$ cat config.mk
export PLATFORM = sky130hd
export DESIGN_NAME = frog_input_conditioner
export DESIGN_NICKNAME = d
export VERILOG_FILES = /design/src/rtl/frog_input_conditioner.sv
export SDC_FILE = /design/constraint.sdc
export NUM_CORES = 1
export LEC_CHECK = 0
export ABC_AREA = 1
export CORE_ASPECT_RATIO = 1.25
export CORE_MARGIN = 4
export CORE_UTILIZATION = 55
export CTS_CLUSTER_DIAMETER = 200
export DETAILED_ROUTE_END_ITERATION = 16
export PLACE_DENSITY = 0.73
export REMOVE_ABC_BUFFERS = 1
export SETUP_SLACK_MARGIN = 0.2
export SYNTH_ARGS = -nofsm -noshare
export SYNTH_HDL_FRONTEND = slang
export SYNTH_SLANG_ARGS = --single-unit
export TNS_END_PERCENT = 20
$ cat constraint.sdc
create_clock -name i_Clk -period 1.9 [get_ports i_Clk]
set_clock_uncertainty 0.15 [all_clocks]
set_input_delay 0.57 -clock i_Clk [delete_from_list [all_inputs] [get_ports i_Clk]]
set_output_delay 0.57 -clock i_Clk [all_outputs]
set_load 0.01 [all_outputs]
$ cat src/rtl/frog_input_conditioner.sv
// frog_input_conditioner
//   Front end for the four frog direction switches. Each raw switch is
//   synchronised (2 flops) and debounced, the debounced vector is arbitrated
//   down to a single direction, and one-cycle move strobes are issued to the
//   frog movement controller.
//
//   Optional feature macro: FROG_AUTOREPEAT_EN
//     undefined : one strobe per press; the repeat counter is not built.
//     defined   : a held single direction re-strobes after REPEAT_DELAY
//                 cycles, then every REPEAT_PERIOD cycles.
//
//   Ports
//     i_Clk          system clock
//     i_Reset        synchronous, active-high reset
//     i_Switch_*     raw switches (asynchronous to i_Clk)
//     i_Game_Active  high while a game is running
//     o_Frog_*       registered one-cycle move strobes (one-hot or zero)
//     o_Any_Held     registered OR of the debounced switch states
//     o_Move_Count   strobes issued, wraps 255->0

// Per-switch synchroniser + debouncer.
module frog_debounce #(
  parameter int LIMIT = 250000
) (
  input  logic i_Clk,
  input  logic i_Reset,
  input  logic i_Pin,
  output logic o_State
);
  localparam int CW = (LIMIT > 1) ? $clog2(LIMIT) : 1;

  logic [1:0]    sync_q;
  logic [CW-1:0] cnt_q;

  always_ff @(posedge i_Clk) begin
    if (i_Reset) begin
      sync_q  <= '0;
      cnt_q   <= '0;
      o_State <= 1'b0;
    end else begin
      sync_q <= {sync_q[0], i_Pin};
      // sync_q[1] is the raw value; any agreement with the accepted state
      // throws away partial progress, so short glitches never land.
      if (sync_q[1] == o_State) begin
        cnt_q <= '0;
      end else if (cnt_q == CW'(LIMIT - 1)) begin
        o_State <= sync_q[1];
        cnt_q   <= '0;
      end else begin
        cnt_q <= cnt_q + 1'b1;
      end
    end
  end
endmodule

module frog_input_conditioner #(
  parameter int DEBOUNCE_LIMIT = 250000,
  parameter int REPEAT_DELAY   = 12500000,
  parameter int REPEAT_PERIOD  = 6250000
) (
  input  logic       i_Clk,
  input  logic       i_Reset,
  input  logic       i_Switch_Up,
  input  logic       i_Switch_Dn,
  input  logic       i_Switch_Lt,
  input  logic       i_Switch_Rt,
  input  logic       i_Game_Active,
  output logic       o_Frog_Up,
  output logic       o_Frog_Dn,
  output logic       o_Frog_Lt,
  output logic       o_Frog_Rt,
  output logic       o_Any_Held,
  output logic [7:0] o_Move_Count
);
  typedef enum logic [1:0] {IDLE, HELD, BLOCKED} state_t;

  // Direction vectors are ordered {Up, Dn, Lt, Rt}.
  logic [3:0] raw_sw, deb;
  logic [3:0] dir_q, dir_d;
  logic [3:0] strobe_q, strobe_d;
  logic       none, single;
  state_t     state_q, state_d;

  assign raw_sw = {i_Switch_Up, i_Switch_Dn, i_Switch_Lt, i_Switch_Rt};

  frog_debounce #(.LIMIT(DEBOUNCE_LIMIT)) u_db [3:0] (
    .i_Clk   (i_Clk),
    .i_Reset (i_Reset),
    .i_Pin   (raw_sw),
    .o_State (deb)
  );

  assign none   = (deb == 4'b0000);
  assign single = !none && ((deb & (deb - 4'd1)) == 4'b0000);

`ifdef FROG_AUTOREPEAT_EN
  localparam int REP_MAX = (REPEAT_DELAY > REPEAT_PERIOD) ? REPEAT_DELAY : REPEAT_PERIOD;
  localparam int RW      = (REP_MAX > 1) ? $clog2(REP_MAX) : 1;
  logic [RW-1:0] rep_q, rep_d;
`endif

  always_comb begin
    state_d  = state_q;
    dir_d    = dir_q;
    strobe_d = 4'b0000;
`ifdef FROG_AUTOREPEAT_EN
    rep_d    = rep_q;
`endif
    case (state_q)
      IDLE: begin
        if (!none) begin
          // A switch already down when the game starts, or a chord, must be
          // released completely before it can count as a press.
          if (!single || !i_Game_Active) begin
            state_d = BLOCKED;
          end else begin
            strobe_d = deb;
            dir_d    = deb;
            state_d  = HELD;
`ifdef FROG_AUTOREPEAT_EN
            rep_d    = RW'(REPEAT_DELAY - 1);
`endif
          end
        end
      end
      HELD: begin
        if ((deb & dir_q) == 4'b0000) begin
          state_d = IDLE;
        end else if (deb != dir_q || !i_Game_Active) begin
          state_d = BLOCKED;
        end else begin
`ifdef FROG_AUTOREPEAT_EN
          if (rep_q == '0) begin
            // Never strobe back-to-back even with a degenerate period.
            strobe_d = dir_q & ~strobe_q;
            rep_d    = RW'(REPEAT_PERIOD - 1);
          end else begin
            rep_d = rep_q - 1'b1;
          end
`endif
        end
      end
      BLOCKED: begin
        if (none) state_d = IDLE;
      end
      default: state_d = IDLE;
    endcase
  end

  always_ff @(posedge i_Clk) begin
    if (i_Reset) begin
      state_q      <= IDLE;
      dir_q        <= '0;
      strobe_q     <= '0;
      o_Any_Held   <= 1'b0;
      o_Move_Count <= '0;
`ifdef FROG_AUTOREPEAT_EN
      rep_q        <= '0;
`endif
    end else begin
      state_q    <= state_d;
      dir_q      <= dir_d;
      strobe_q   <= strobe_d;
      o_Any_Held <= |deb;
      if (strobe_d != 4'b0000) o_Move_Count <= o_Move_Count + 8'd1;
`ifdef FROG_AUTOREPEAT_EN
      rep_q      <= rep_d;
`endif
    end
  end

  assign {o_Frog_Up, o_Frog_Dn, o_Frog_Lt, o_Frog_Rt} = strobe_q;
endmodule

==> results of run 1 <==
==> report_power, final <==
| part | leakage, uW | total [uW] | internal, uW | switching (uW) |
|---|---|---|---|---|
| sequential | 0.000834 | 2180 | 2170 | 6.25 |
| combinational | 0.00126 | 80.4 | 33.8 | 46.5 |
| clock | 0.000136 | 1790 | 1040 | 758 |
==> kinds of logic after synthesis <==
logic type | after synthesis
fa+ha+maj | 9
buf+inv | 99
simple gates | 444
xor+xnor | 20
compound gates | 78
flops | 103
==> synthesized netlist by cell type, types with 5 or more instances <==
master / n / area (sq um)
a21oi_1: 51 / 255.2
nor2_2: 11 / 68.82
inv_1: 87 / 326.6
xor2_1: 14 / 122.6
nand2_1: 173 / 649.4
ha_1: 9 / 112.6
xnor2_1: 6 / 52.55
nand4_1: 15 / 93.84
dfxtp_1: 103 / 2062
or2_2: 10 / 62.56
nand3_1: 61 / 305.3
nor3_1: 5 / 25.02
a21oi_2: 9 / 78.83
nand2_2: 15 / 93.84
nor2_1: 132 / 495.5
o21ai_0: 17 / 85.08
==> per-stage QoR <==
step           TNS, ns  instance area [sq um]  setup slack (ns)  cells
2_1_floorplan        0                   5122            0.2240    744
3_3_place_gp    -11.93                   5617           -0.2138    901
3_5_place_dp    -14.41                   5617           -0.2655    901
4_1_cts              0                   5896           0.09221    914
5_1_grt              0                   6041            0.1201    923
6_report             0                   6041            0.1803    923
==> cells in the final DEF (no fill, tap or decap), types with 4 or more instances in the layout <==
| cell type | count |
|---|---|
| a21oi_1 | 48 |
| a21oi_2 | 12 |
| buf_4 | 15 |
| clkbuf_16 | 9 |
| clkdlybuf4s15_1 | 4 |
| clkdlybuf4s50_1 | 4 |
| dfxtp_1 | 98 |
| dfxtp_2 | 5 |
| dlygate4sd2_1 | 8 |
| ha_1 | 7 |
| inv_1 | 86 |
| inv_2 | 4 |
| nand2_1 | 173 |
| nand2_2 | 15 |
| nand2_4 | 8 |
| nand3_1 | 58 |
| nand4_1 | 15 |
| nor2_1 | 132 |
| nor2_2 | 10 |
| nor2_4 | 5 |
| nor3_1 | 5 |
| o21ai_0 | 17 |
| or2_0 | 4 |
| or2_2 | 10 |
| xnor2_1 | 6 |
| xor2_1 | 14 |
==> timing repair <==
item / CTS / global route
endpoints found under the setup margin: 65 / 96
setup buffers: 0 / 3
gates cloned: 0 / 6
gates resized for setup: 21 / 22
pin swaps: 0 / 6
==> how the worst min path moves through the flow <==
stage                     slack, ns  depth (start not counted)                           end                         start
after global routing           0.28                          2  u_db[1].sync_q[1]$_SDFF_PP0_  u_db[1].sync_q[0]$_SDFF_PP0_
after CTS                      0.25                          2  u_db[1].sync_q[1]$_SDFF_PP0_  u_db[1].sync_q[0]$_SDFF_PP0_
after global placement         0.24                          2  u_db[3].sync_q[1]$_SDFF_PP0_  u_db[3].sync_q[0]$_SDFF_PP0_
after floorplan                0.24                          2  u_db[0].sync_q[1]$_SDFF_PP0_  u_db[0].sync_q[0]$_SDFF_PP0_
after detailed placement       0.24                          2  u_db[1].sync_q[1]$_SDFF_PP0_  u_db[1].sync_q[0]$_SDFF_PP0_
final                          0.25                          2  u_db[1].sync_q[1]$_SDFF_PP0_  u_db[1].sync_q[0]$_SDFF_PP0_
==> cell type report <==
cell class / count / area, sq um / area share (%)
clock buffers: 10 / 239.0 / 3.956
clock inverters: 3 / 46.29 / 0.7664
inverters: 90 / 337.8 / 5.592
multi-input cells: 557 / 2836 / 46.96
flip-flops and latches: 103 / 2068 / 34.24
well taps: 123 / 153.9 / 2.548
repair buffers: 37 / 359.1 / 5.944
==> state kept, by name, indices dropped and copies added, names as in the netlist <==
register	cells
u_db.o_State	4
o_Any_Held	1
strobe_q	4
dir_q	4
state_q	2
u_db.cnt_q	72
u_db.sync_q	8
o_Move_Count	8
==> per-layer routing <==
metal / track usage, % / share of wire (%)
met1: 23.25 / 42
met5: 0 / 0
met3: 3.479 / 3.1
met2: 39.18 / 53
met4: 8.085 / 2.4
==> flow_summary.json, run 1 <==
{
  "holdWs_ns": 0.2506,
  "antenna-diode-count": 0,
  "synthAdderAreaFrac_pct": 2.169,
  "yosysUniqueCellTypes": 31,
  "tightest_slew_ns": 0.4157,
  "hp-class": "register to register",
  "cts_sinks": 103,
  "io-pin-count": 20,
  "fin_crit_sh_pct": 90.51,
  "place_congestion": 0.8813,
  "nFillCells": 842,
  "synthToLayoutAreaGrowth_pct": 16.37,
  "endpoint_kind": "output pin",
  "avgSynthCellArea_sq_um": 6.894,
  "io_buffers": 19,
  "synth_area_sq_um": 5191,
  "synth-edff-count": 0,
  "first_global_vias": 4576,
  "relSlewSlack_pct": 72.23,
  "p_per_area_nw_per_um2": 670.5,
  "max_stage_delay_ns": 0.38,
  "track_usage_pct": 20.88,
  "antenna_found_initial": 0,
  "overflow": 0,
  "crit_arrival_ns": 1.00,
  "period_needed_ns": 1.720,
  "synth_top_family_by_area": "simple AND/OR/NAND/NOR gates",
  "drt_iter0_drc": 243,
  "path_clk_slew_ns": 0.07,
  "cts_hold_buf": 0,
  "grt_max_degree": 21,
  "layout.nets": 814,
  "ys_warn_count": 0,
  "cp_slowest_cell": "dfxtp_2",
  "synth_seq_cells": 103,
  "critPathLaunch": "o_Move_Count[4]$_SDFFE_PP0P_",
  "crit_end": "o_Move_Count[4]",
  "p_total_uw": 4050,
  "yosysSeqAreaShare_pct": 39.72,
  "ff2ff_setup_slack_ns": 0.27,
  "rows": 39,
  "ant_nets": 0,
  "grt_setup_unrepaired": "yes",
  "crit_path_start_kind": "register",
  "status": "finished clean",
  "critical_path.max_fanout": 5,
  "vias_per_cell": 5.203,
  "initial_core_util_pct": 56.59,
  "wl_per_cell_um": 12.06,
  "syn-instance-count": 753,
  "cts_max_path_buffers": 2,
  "clock_latency_ns": 0.34,
  "drc": 0,
  "cpLargestDelayFamily": "flip-flops",
  "worstSetupPathType": "register to output pin",
  "drv_slew": 0,
  "routed_wl_um": 11130,
  "yosys.area_share.xor_xnor_pct": 3.374,
  "synth_compound_area_share_pct": 8.219,
  "reg2reg_from": "u_db[1].cnt_q[1]$_SDFF_PP0_",
  "power.leakage_uw": 0.002234,
  "hold_violations": 0,
  "crit_path_cell_trace": "dlygate4sd2_1",
  "async_flop_share_pct": 0,
  "peakVddDrop_mv": 0.4049,
  "reg2reg_to": "u_db[1].cnt_q[4]$_SDFF_PP0_",
  "reg2reg_depth": 6,
  "htree_levels": 3,
  "max_clock_freq_mhz": 581.5,
  "drtPass1Iterations": 5,
  "vias": 4802,
  "cts_root_buf": "clkbuf_16",
  "synthSimpleGateAreaFrac_pct": 38.68,
  "drv_cap": 0,
  "numCtsBuffers": 9,
  "drive_gt1_share_pct": 13.88,
  "dp_hpwl_um": 7754,
  "die_width_um": 94.90,
  "grt_pass1_wl_um": 18910,
  "setup_viol": 0,
  "synthFlopType": "dfxtp_1",
  "worst-path-buf-inv": 1,
  "path_depth": 1,
  "die-area_sq_um": 11070,
  "tritoncts": "built",
  "post-route-util_pct": 65.85,
  "coreArea_sq_um": 9174,
  "required_ns": 1.18,
  "synthMuxAreaShare_pct": 0,
  "dieHeight_um": 116.6
}
(Power assumes the default switching activity.)
==> inputs of run 2 (changes only) <==
- SYNTH_HIERARCHICAL: unset -> 1
==> flow_summary.json, run 2 <==
{
  "status": "finished clean",
  "drive_gt1_share_pct": 11.58,
  "max_stage_delay_ns": 0.37,
  "yosys.area.top_type": "dfxtp_1",
  "crit_arrival_ns": 0.98,
  "yosysSeqAreaShare_pct": 40.88,
  "rows": 38,
  "required_ns": 1.18,
  "first_global_vias": 4311,
  "io-pin-count": 20,
  "final_common_cell": "nand2_1",
  "power.leakage_uw": 0.001971,
  "crit_path_cell_trace": "clkdlybuf4s15_1",
  "reg2reg_depth": 6,
  "synthToLayoutAreaGrowth_pct": 12.11,
  "initial_core_util_pct": 57.34,
  "drv_cap": 0,
  "coreArea_sq_um": 8796,
  "setup_viol": 0,
  "dp_hpwl_um": 7143,
  "synth_commonest_cells": "nand2_1, nor2_1, dfxtp_1",
  "largest-register": "u_db/cnt_q",
  "die_width_um": 93.65,
  "syn-instance-count": 711,
  "critical_path.max_fanout": 1,
  "wl_per_cell_um": 11.11,
  "synthFlopType": "dfxtp_1",
  "fin_crit_sh_pct": 89.35,
  "crit_path_start_kind": "register",
  "endpoint_kind": "output pin",
  "place_congestion": 0.8902,
  "vias": 4327,
  "die-area_sq_um": 10780,
  "tritoncts": "built",
  "worstSetupPathType": "register to output pin",
  "async_flop_share_pct": 0,
  "dieHeight_um": 115.1,
  "htree_levels": 3,
  "tns_ns": 0,
  "drc": 0,
  "hp-class": "register to register",
  "avgSynthCellArea_sq_um": 7.094,
  "numCtsBuffers": 9,
  "grt_max_degree": 19,
  "io_buffers": 19,
  "setup_slack_ns": 0.2023,
  "synth_area_sq_um": 5044,
  "synth-edff-count": 0,
  "track_usage_pct": 19.54,
  "drt_iter0_drc": 228,
  "grt_pass1_wl_um": 17480,
  "yosys-top-cells-area": "dfxtp_1, nand2_1, nor2_1, xor2_1, inv_1",
  "post-place-ws_ns": -0.2171,
  "cpLargestDelayFamily": "flip-flops",
  "final_cells": 871,
  "cts_root_buf": "clkbuf_8",
  "cp_slowest_cell": "dfxtp_1",
  "holdWs_ns": 0.2579,
  "yosysMostFrequentCell": "nand2_1",
  "p_per_area_nw_per_um2": 629.5,
  "layout.nets": 762,
  "antenna-diode-count": 0,
  "period_needed_ns": 1.698,
  "tightest_slew_ns": 0.3636,
  "ys_warn_count": 6,
  "antenna_found_initial": 0,
  "reg_top3": "u_db/cnt_q: 72 flops, o_Move_Count: 8 flops, u_db/sync_q: 8 flops",
  "relSlewSlack_pct": 75.67,
  "yosysUniqueCellTypes": 24,
  "placedCellCount": 852,
  "cts_max_path_buffers": 2,
  "vias_per_cell": 4.968,
  "worst_hold_path.num_cells": 2,
  "worst-path-buf-inv": 1,
  "max_clock_freq_mhz": 589.0,
  "routed_wl_um": 9677,
  "grt_setup_unrepaired": "yes",
  "yosysTopAreaCellShare_pct": 40.88,
  "hold_violations": 0,
  "drtPass1Iterations": 4,
  "drv_slew": 0,
  "cts_sinks": 103,
  "clock_latency_ns": 0.37,
  "largest_reg_flops": 72,
  "final_cell_mix": "nand2_1, nor2_1, dfxtp_1",
  "overflow": 0,
  "peakVddDrop_mv": 0.3166,
  "synth_seq_cells": 103,
  "path_depth": 1,
  "path_clk_slew_ns": 0.10,
  "ant_nets": 0
}
run 2: per-layer routing:
metal / part of all wire, % / wire length [um] / track usage [%] / vias up
li1: - / - / - / 2286
met1: 43 / 4135 / 21.59 / 1973
met2: 53 / 5083 / 36.78 / 55
met3: 2.9 / 280 / 3.861 / 13
met4: 1.8 / 178 / 7.033 / 0
met5: 0 / 0 / 0 / -
run 2: power by group:
part           total [uW]  switching [uW]  internal [uW]  leakage (uW)
logic                76.7            43.2           33.5       0.00104
registers            2170            6.36           2160      0.000837
clock network        1310             754            557     0.0000922
run 2: cells by family after synthesis:
kind of cell | synth area share, %
AND/OR/NAND/NOR | 36.86
flip-flops | 40.88
buffers and inverters | 6.624
adder cells (fa/ha/maj) | 2.233
XOR/XNOR | 7.120
AO/OA/AOI/OAI | 6.276
run 2: area by class of cell:
type | count | area (sq um)
Clock inverter | 5 | 41.29
Tap cell | 120 | 150.1
Sequential cell | 103 | 2081
Multi-Input combinational cell | 531 | 2689
Clock buffer | 11 | 151.4
Fill cell | 794 | 3142
Timing Repair Buffer | 32 | 277.8
Inverter | 69 | 264.0
run 2: stage by stage:
stage	util (%)	power, uW	area [sq um]
2_1_floorplan	-	2256	4969
3_3_place_gp	61.21	2297	5384
3_5_place_dp	61.21	2299	5384
4_1_cts	63.64	3608	5598
5_1_grt	64.28	3697	5654
6_report	64.28	3559	5654
run 2: what timing repair did:
item                                    in CTS  in global routing
hold buffers                                 0                  0
endpoints found under the setup margin      20                101
setup buffers                                3                  0
gates resized for setup                     24                 30
run 2: final timing paths:
| path | startpoint | endpoint | slack (ns) |
|---|---|---|---|
| setup / recovery | strobe_q[2]$_SDFF_PP0_ | o_Frog_Dn | 0.20 |
| hold / removal | u_db[2]/sync_q[0]$_SDFF_PP0_ | u_db[2]/sync_q[1]$_SDFF_PP0_ | 0.26 |
| setup reg to reg | u_db[2]/cnt_q[0]$_SDFF_PP0_ | u_db[2]/cnt_q[14]$_SDFF_PP0_ | 0.30 |
| hold reg to reg | u_db[2]/sync_q[0]$_SDFF_PP0_ | u_db[2]/sync_q[1]$_SDFF_PP0_ | 0.26 |
run 2: worst register-to-register path, stage by stage, from the launching register on:
cell	delay, ns
dfxtp_1	0.41
ha_1	0.24
nand3_2	0.14
nor2_2	0.16
nand3_1	0.11
or2_0	0.21
a21oi_1	0.12
==> inputs of run 3 (changes only) <==
- ABC_AREA: 1 -> 0
- MAX_ROUTING_LAYER: unset -> met4
==> flow_summary.json, run 3 <==
{
  "status": "finished with violations",
  "violations": "negative setup slack",
  "first_global_vias": 4345,
  "clock_latency_ns": 0.38,
  "power.leakage_uw": 0.002233,
  "peakVddDrop_mv": 0.4012,
  "yosysUniqueCellTypes": 44,
  "drv_slew": 0,
  "cts_sinks": 103,
  "syn-instance-count": 528,
  "pwr-share-clk_pct": 39.3,
  "yosys-top-cells-area": "dfxtp_1, xnor2_1, nor2_1, a21oi_1, nand3_1",
  "final_common_cell": "buf_4",
  "grt_setup_unrepaired": "yes",
  "critPathLaunch": "u_db[3]/cnt_q[2]$_SDFF_PP0_",
  "async_flop_share_pct": 0,
  "synth-edff-count": 0,
  "critical_path.max_fanout": 9,
  "worstSetupPathType": "register to register",
  "grt_max_degree": 19,
  "vias_per_cell": 6.177,
  "io-pin-count": 20,
  "ant_nets": 0,
  "drive_gt1_share_pct": 48.21,
  "rows": 37,
  "path_clk_slew_ns": 0.10,
  "swShare_pct": 22.02,
  "avgSynthCellArea_sq_um": 8.867,
  "period_needed_ns": 1.931,
  "yosysSeqAreaShare_pct": 44.04,
  "final_cell_mix": "buf_4, nor2_1, dfxtp_1",
  "dp_hpwl_um": 7422,
  "yosys.area.top_type": "dfxtp_1",
  "hold_violations": 0,
  "holdWs_ns": 0.3052,
  "drv_cap": 0,
  "power.internal_uw": 2916,
  "vias": 4738,
  "layout.nets": 681,
  "routed_wl_um": 14500,
  "initial_core_util_pct": 56.50,
  "cts_root_buf": "clkbuf_8",
  "reg2reg_from": "u_db[3]/cnt_q[2]$_SDFF_PP0_",
  "drtPass1Iterations": 5,
  "track_usage_pct": 23.66,
  "fin_crit_sh_pct": 101.7,
  "drt_iter0_drc": 290,
  "grt_pass1_wl_um": 19290,
  "dieHeight_um": 111.2,
  "synth_seq_cells": 103,
  "p_comb_share_pct": 3.1,
  "synth_area_sq_um": 4682,
  "antenna-diode-count": 0,
  "setup_slack_ns": -0.03135,
  "cts_hold_buf": 0,
  "wl_per_cell_um": 18.90,
  "endpoint_kind": "register",
  "synthFlopType": "dfxtp_1",
  "die-area_sq_um": 10060,
  "max_clock_freq_mhz": 517.8,
  "yosysTopAreaCellShare_pct": 44.04,
  "drc": 0,
  "switching_power_uw": 823.4,
  "p_total_uw": 3739,
  "holdCritStartpoint": "u_db[2]/sync_q[0]$_SDFF_PP0_",
  "tritoncts": "built",
  "yosysMostFrequentCell": "dfxtp_1",
  "synth_commonest_cells": "dfxtp_1, nor2_1, xnor2_1",
  "antenna_found_initial": 0,
  "crit_path_start_kind": "register",
  "relSlewSlack_pct": 61.86,
  "cts_max_path_buffers": 2,
  "place_congestion": 0.8918,
  "ys_warn_count": 6,
  "numCtsBuffers": 9,
  "tightest_slew_ns": 0.5696,
  "hp-class": "register to register",
  "largest_reg_flops": 72,
  "io_buffers": 19,
  "required_ns": 2.02,
  "die_width_um": 90.53,
  "overflow": 0,
  "p_per_area_nw_per_um2": 537.3,
  "coreArea_sq_um": 8287,
  "seqPwrFrac_pct": 57.6,
  "setup_viol": 2,
  "htree_levels": 3,
  "synthToLayoutAreaGrowth_pct": 48.64,
  "largest-register": "u_db/cnt_q",
  "reg_top3": "u_db/cnt_q: 72 flops, o_Move_Count: 8 flops, u_db/sync_q: 8 flops",
  "crit_arrival_ns": 2.05
}
run 3: changes by cell type after synthesis, moves of 9 or more:
| cell | change |
|---|---|
| nand2_1 | -142 |
| nor2_1 | -95 |
| inv_1 | -47 |
| xnor2_1 | +35 |
| xor2_1 | -22 |
| nor3_1 | +19 |
| nor4_1 | +19 |
| o31ai_1 | +16 |
| nand3_1 | -15 |
| or2_0 | -12 |
| nor2b_1 | +11 |
| a21oi_1 | -9 |
| nor2_2 | -9 |
run 3: worst paths after layout:
| check | to | slack [ns] | cells after the start |
|---|---|---|---|
| worst max-delay path | u_db[3]/cnt_q[13]$_SDFF_PP0_ | -0.03 | 5 |
| worst min-delay path | u_db[2]/sync_q[1]$_SDFF_PP0_ | 0.31 | 1 |
| worst max register to register | u_db[3]/cnt_q[13]$_SDFF_PP0_ | -0.03 | 5 |
| worst min register to register | u_db[2]/sync_q[1]$_SDFF_PP0_ | 0.31 | 1 |
run 3: cell families after synthesis:
family	synth area share, %
DFF	44.04
buffers and inverters	2.645
muxes	0.6948
adders and majority gates	2.405
and+or+nand+nor	29.45
xor gates and xnor gates	10.10
AOI/OAI and AO/OA	10.66
run 3: worst max-delay path: stages (launching register included):
cell and delay, ns:
dfxtp_2 0.37, buf_6 0.11, nand4_1 0.44, nor4_2 0.50
xnor2_1 0.19, nor2_1 0.06
run 3: cell type report:
class	instances	area (sq um)
inverter	18	72.57
tap	97	121.4
clock inverter	3	40.04
clock buffer	13	168.9
timing repair buffer	138	1207
fill	402	1328
sequential	103	2161
multi-input combinational	395	3188
run 3: power by group through the flow:
stage	logic [uW]	registers, uW	clock network [uW]
floorplan	29.7	2220	0
global placement	97.2	2220	0
detailed placement	99.0	2220	0
CTS	103	2160	1470
global route	124	2160	1580
finish	117	2150	1470
run 3: per-layer routing:
layer  share of wire, %  GRT usage [%]
met1                 40          26.52
met2                 52          39.93
met3                5.1          4.549
met4                3.4          11.95
met5                  0              -
run 3: per-stage QoR:
step / setup WS [ns] / cell area [sq um] / util (%) / setup TNS, ns / std cells
after floorplan: -0.1137 / 4626 / - / -1.160 / 516
after global placement: -0.2802 / 5633 / 67.98 / -2.428 / 718
after detailed placement: -0.3124 / 5633 / 67.98 / -3.321 / 718
after CTS: -0.04952 / 6210 / 74.94 / -0.1110 / 742
after global routing: -0.08946 / 6959 / 83.98 / -0.4104 / 767
final: -0.03135 / 6959 / 83.98 / -0.03556 / 767
run 3: timing repair:
action                                  in CTS  in global routing
cloned                                       0                  1
buffers inserted                             8                 24
endpoints found under the setup margin      64                 99
pin swaps                                   42                 90
gates resized for setup                    129                141
